<file path="config.mk">
export PLATFORM = sky130hd
export DESIGN_NAME = enigma_lcd_screen_builder
export DESIGN_NICKNAME = d
export VERILOG_FILES = /design/src/rtl/enigma_lcd_screen_builder.sv
export SDC_FILE = /design/constraint.sdc
export NUM_CORES = 1
export LEC_CHECK = 0
export ABC_CLOCK_PERIOD_IN_PS = 11900
export BUFFER_PORTS_ARGS = -buffer_cell sky130_fd_sc_hd__buf_2
export CORE_MARGIN = 2
export CORE_UTILIZATION = 60
export DETAILED_ROUTE_END_ITERATION = 8
export GPL_TIMING_DRIVEN = 0
export HOLD_SLACK_MARGIN = 0.03
export PLACE_DENSITY = 0.78
export SYNTH_ARGS = -nofsm -noshare
export SYNTH_HDL_FRONTEND = slang
export SYNTH_SLANG_ARGS = --single-unit
</file>
<file path="constraint.sdc">
create_clock -name clk -period 11.9 [get_ports clk]
set_input_delay 1.785 -clock clk [delete_from_list [all_inputs] [get_ports clk]]
set_output_delay 1.785 -clock clk [all_outputs]
set_load 0.02 [all_outputs]
</file>
<file path="src/rtl/enigma_lcd_screen_builder.sv">
// enigma_lcd_screen_builder: registered 2x16 LCD character source for status and keypress-history screens
module enigma_lcd_screen_builder #(
  parameter int NUM_ROTORS = 3,
  parameter int HIST_DEPTH = 32,
  parameter int HPTR_W = 5
) (
  input  logic                    clk,
  input  logic                    rst_n,
  input  logic                    disp_or_hist,
  input  logic                    key_valid,
  input  logic [4:0]              befor,
  input  logic [4:0]              after,
  input  logic [5*NUM_ROTORS-1:0] shifts,
  input  logic [3*NUM_ROTORS-1:0] types,
  input  logic                    hist_clear,
  input  logic                    scroll_up,
  input  logic                    scroll_down,
  input  logic [4:0]              raddr,
  output logic [7:0]              dout,
  output logic [HPTR_W:0]         hist_count,
  output logic [HPTR_W:0]         scroll
);
  localparam logic [HPTR_W:0] DEPTH = (HPTR_W+1)'(HIST_DEPTH);
  localparam logic [HPTR_W:0] VIEW = (HPTR_W+1)'(16);
  logic [9:0] mem_q [HIST_DEPTH];
  logic [HPTR_W-1:0] wp_q, wp_d, idx;
  logic [HPTR_W:0] cnt_q, cnt_d, scr_q, scr_d, smax, age;
  logic [7:0] dout_q, dout_d, st_ch, hi_ch;
  logic [9:0] ent;
  logic wr, row;
  logic [3:0] col;
  function automatic logic [7:0] letter(input logic [4:0] v);
    return v > 5'd25 ? 8'h3F : 8'h41 + 8'(v);
  endfunction
  function automatic logic [7:0] digit(input logic [4:0] v, input logic hi);
    logic [4:0] t;
    t = v >= 5'd20 ? 5'd2 : v >= 5'd10 ? 5'd1 : 5'd0;
    return v > 5'd25 ? 8'h3F : 8'h30 + 8'(hi ? t : v - t * 5'd10);
  endfunction
  assign row = raddr[4];
  assign col = raddr[3:0];
  always_comb begin
    st_ch = 8'h20;
    if (col == 4'd0) st_ch = row ? 8'h54 : 8'h53;
    if (col == 4'd15) st_ch = letter(row ? after : befor);
    if (!row && col == 4'd13) st_ch = 8'h49;
    if (!row && col == 4'd14) st_ch = 8'h4E;
    if (row && col == 4'd12) st_ch = 8'h4F;
    if (row && col == 4'd13) st_ch = 8'h55;
    if (row && col == 4'd14) st_ch = 8'h54;
    for (int i = 0; i < NUM_ROTORS; i++) begin
      if (!row && col == 4'(1 + 2 * i)) st_ch = digit(shifts[5*i +: 5], 1'b1);
      if (!row && col == 4'(2 + 2 * i)) st_ch = digit(shifts[5*i +: 5], 1'b0);
      if (row && col == 4'(1 + i)) st_ch = 8'h31 + 8'(types[3*i +: 3]);
    end
  end
  // age 0 is the newest entry, stored just below the write pointer
  always_comb begin
    age = scr_q + (HPTR_W+1)'(4'd15 - col);
    idx = wp_q + ~age[HPTR_W-1:0];
    ent = mem_q[idx];
    hi_ch = age < cnt_q ? letter(row ? ent[4:0] : ent[9:5]) : 8'h20;
    dout_d = disp_or_hist ? hi_ch : st_ch;
    wr = key_valid && !hist_clear;
    smax = cnt_q > VIEW ? cnt_q - VIEW : '0;
    wp_d = hist_clear ? '0 : wr ? wp_q + 1'b1 : wp_q;
    cnt_d = hist_clear ? '0 : wr ? (cnt_q == DEPTH ? cnt_q : cnt_q + 1'b1) : cnt_q;
    scr_d = (hist_clear || key_valid) ? '0 :
            (scroll_up && !scroll_down) ? (scr_q + 1'b1 > smax ? smax : scr_q + 1'b1) :
            (scroll_down && !scroll_up) ? (scr_q == '0 ? scr_q : scr_q - 1'b1) : scr_q;
  end
  always_ff @(posedge clk) begin
    if (!rst_n) begin
      dout_q <= 8'h20;
      wp_q <= '0;
      cnt_q <= '0;
      scr_q <= '0;
    end else begin
      dout_q <= dout_d;
      wp_q <= wp_d;
      cnt_q <= cnt_d;
      scr_q <= scr_d;
    end
  end
  always_ff @(posedge clk) begin
    if (wr) mem_q[wp_q] <= {befor, after};
  end
  assign dout = dout_q;
  assign hist_count = cnt_q;
  assign scroll = scr_q;
endmodule

</file>
==> flow_metrics.tcl <==
set metrics [dict create \
    outcome "finished clean" \
    ys_types 75 \
    drc 0 \
    hpwlAfterDp_mm 25.3 \
    diodes 0 \
    grt_max_degree 37 \
    hold_buffers 0 \
    p_total_mw 2.77 \
    setup-violations-final 0 \
    setup_slack_ns 4.89 \
    htreeDepth 2 \
    fin_area_um2 18000 \
    synth_warnings 0 \
    grt_overflow_total 0 \
    cp_common_cell "buf_2" \
    pin_count 66 \
    tightest_slew_ns 1.36 \
    maxCapViolations 0 \
    postPlaceCellArea_um2 16900 \
    crit_fanout 10 \
    drt_iter0_drc 1318 \
    cts_root_buf "clkbuf_16" \
    skew_ns 0.0194 \
    slew_headroom_pct 9.32 \
    powerDensity_nw_per_um2 154 \
    initial_core_util_pct 61.4 \
    cp.arrival_ns 7.41 \
    required_ns 12.29 \
    post-cts-setup-buffers 0 \
    slowest_delay_ns 0.70 \
    hold_class "register to register" \
    ctsLongestPathBuffers 3 \
    path_buf_inv 7 \
    clock-sinks 345 \
    grt_pass1_vias 9764 \
    clkTransAtPathRegs_ns 0.06 \
    first_pass_iters 6 \
    yosysMostFrequentCell "edfxtp_1" \
    cts_tree "built" \
    timing.hold.ws_ns 0.563 \
    leakage_nw 6.24 \
    wl_per_cell_um 26.3 \
    vias 9822 \
    cts_repair_resize_count 0 \
    avgSynthCellArea_um2 15.7 \
    antenna_found_initial 0 \
    max_freq_mhz 143 \
    rsz0062_at_grt "no" \
    die_y_um 168 \
    fin_crit_sh_pct 58.9 \
    dp.cells 1425 \
    wl_mm 39.1 \
    cts_buffers 36 \
    path_class "input port to register" \
    synth_seq_area_share_pct 62.8 \
    place.gp.congestion 0.928 \
    grt_usage_pct 28.6 \
    maxSlewViolCount 0 \
    synthesis.nets 1125 \
    crit_slowest_cell "clkbuf_1" \
    start_kind "input port" \
    finalCriticalPeriod_ns 7.01 \
    row_count 59 \
    area_growth_pct 11.8 \
    synth_edf_count 320 \
    critPathCaptureType "register" \
    synth_top_flop_cell "edfxtp_1" \
    die_w_um 168 \
    synth_common_cells "320 x edfxtp_1, 83 x mux4_2, 81 x nor2_1, 51 x ha_1, 48 x nand2_1" \
    ys_seq_elements 345 \
    post-place-ws_ns 4.49 \
    critPathTopFamily "buffers and inverters" \
    via_per_inst 6.61 \
    final_nets 1229 \
    ir_drop_mv 0.179 \
    async_flop_share_pct 0 \
    synth_top_area_share_pct 59.7 \
    drive_gt1_share_pct 20.0 \
    r2r_slack_ns 6.34 \
    synth_area_leaders "edfxtp_1 60%, mux4_2 12%, ha_1 4.0%" \
    grt_pass1_wl_mm 59.5 \
    clkLatencyLatePin_ns 0.52 \
    dieArea_um2 28200 \
    tns_ns 0 \
    hold_viol 0 \
    instances_no_fill 1486 \
    syn-instance-count 1024 \
    fp.coreArea_um2 26200 \
    post-route-util_pct 68.6 \
    synthesis.area_um2 16100 \
    synth_top_cell_by_area "edfxtp_1" \
    io_buffers 64 \
    crit_chain "buf_2 -> clkbuf_1 -> inv_1 -> ha_1 -> inv_1 -> fa_1 -> fa_1 -> buf_2 -> buf_2 -> clkbuf_1 -> mux4_2 -> nand2_1 -> nand3_1 -> o2111a_1 -> or4_4 -> ha_1 -> xor2_1 -> a21o_1 -> a2bb2oi_1" \
    ant_nets 0 \
]
state kept, by name (all words and copies together), names as in the netlist:
name	cells
mem_q	320
dout	8
hist_count	6
scroll	6
wp_q	5
worst paths after layout:
kind | startpoint | endpoint | cells after the start
worst max-delay path | raddr[0] | dout[2] | 19
worst max register to register | scroll[0] | dout[2] | 16
worst min register to register | hist_count[1] | hist_count[1] | 2
worst min-delay path | hist_count[1] | hist_count[1] | 2
placed cells by master, fill, tap and decap left out, types with 7 or more instances in the layout:
cell       count
edfxtp_1     320
mux4_2        83
nor2_1        81
buf_2         72
ha_1          51
nand2_1       48
inv_1         45
o21ai_0       41
clkbuf_16     37
a21oi_1       27
clkbuf_1      25
xnor2_1       25
dfxtp_1       25
nand3_1       23
mux2i_1       17
a21o_1        16
nand2b_1      12
xor2_1        11
nor2b_1       11
a211oi_1      10
mux4_1        10
o21a_1         9
o22ai_1        9
a31oi_1        9
clkinv_1       8
nand4_1        7
nor3_1         7
worst min-delay path, cell delays in order, from the launching register on:
cell	delay [ns]
dfxtp_1	0.34
mux2i_1	0.13
nor2_1	0.05
cell type report:
type,count,area (µm²)
well taps,335,419
repair buffers,66,343
multi-input cells,591,5560
inverters,45,169
clock buffers,42,945
clock inverters,19,178
flip-flops and latches,345,10100
fillers,1702,8220
plain buffers,43,264
logic make-up (layout without fill, tap and decap cells):
logic type | Yosys count | after routing | share of synthesized area (%)
xor+xnor | 37 | 37 | 2.06
flops | 345 | 345 | 62.8
mux | 113 | 113 | 14.5
fa+ha+maj | 55 | 55 | 4.46
other cells | 1 | 1 | 0.0233
simple gates | 227 | 227 | 6.86
compound gates | 158 | 158 | 6.58
buf+inv | 88 | 215 | 2.69
power by group:
group,internal [mW],switching [mW],total [mW],leakage [nW]
sequential,1.33,0.00308,1.33,3.08
combinational,0.153,0.205,0.358,2.61
clock,0.615,0.460,1.07,0.545
total,2.10,0.668,2.77,6.24
layer usage:
layer | up-vias | global-route usage (%) | part of all wire [%]
li1 | 4247 | - | -
met1 | 4887 | 39.2 | 38
met2 | 598 | 47.3 | 49
met3 | 90 | 5.05 | 9.7
met4 | 0 | 9.68 | 3.2
met5 | - | 0 | 0
No activity file was read; power rests on OpenSTA's default activity.
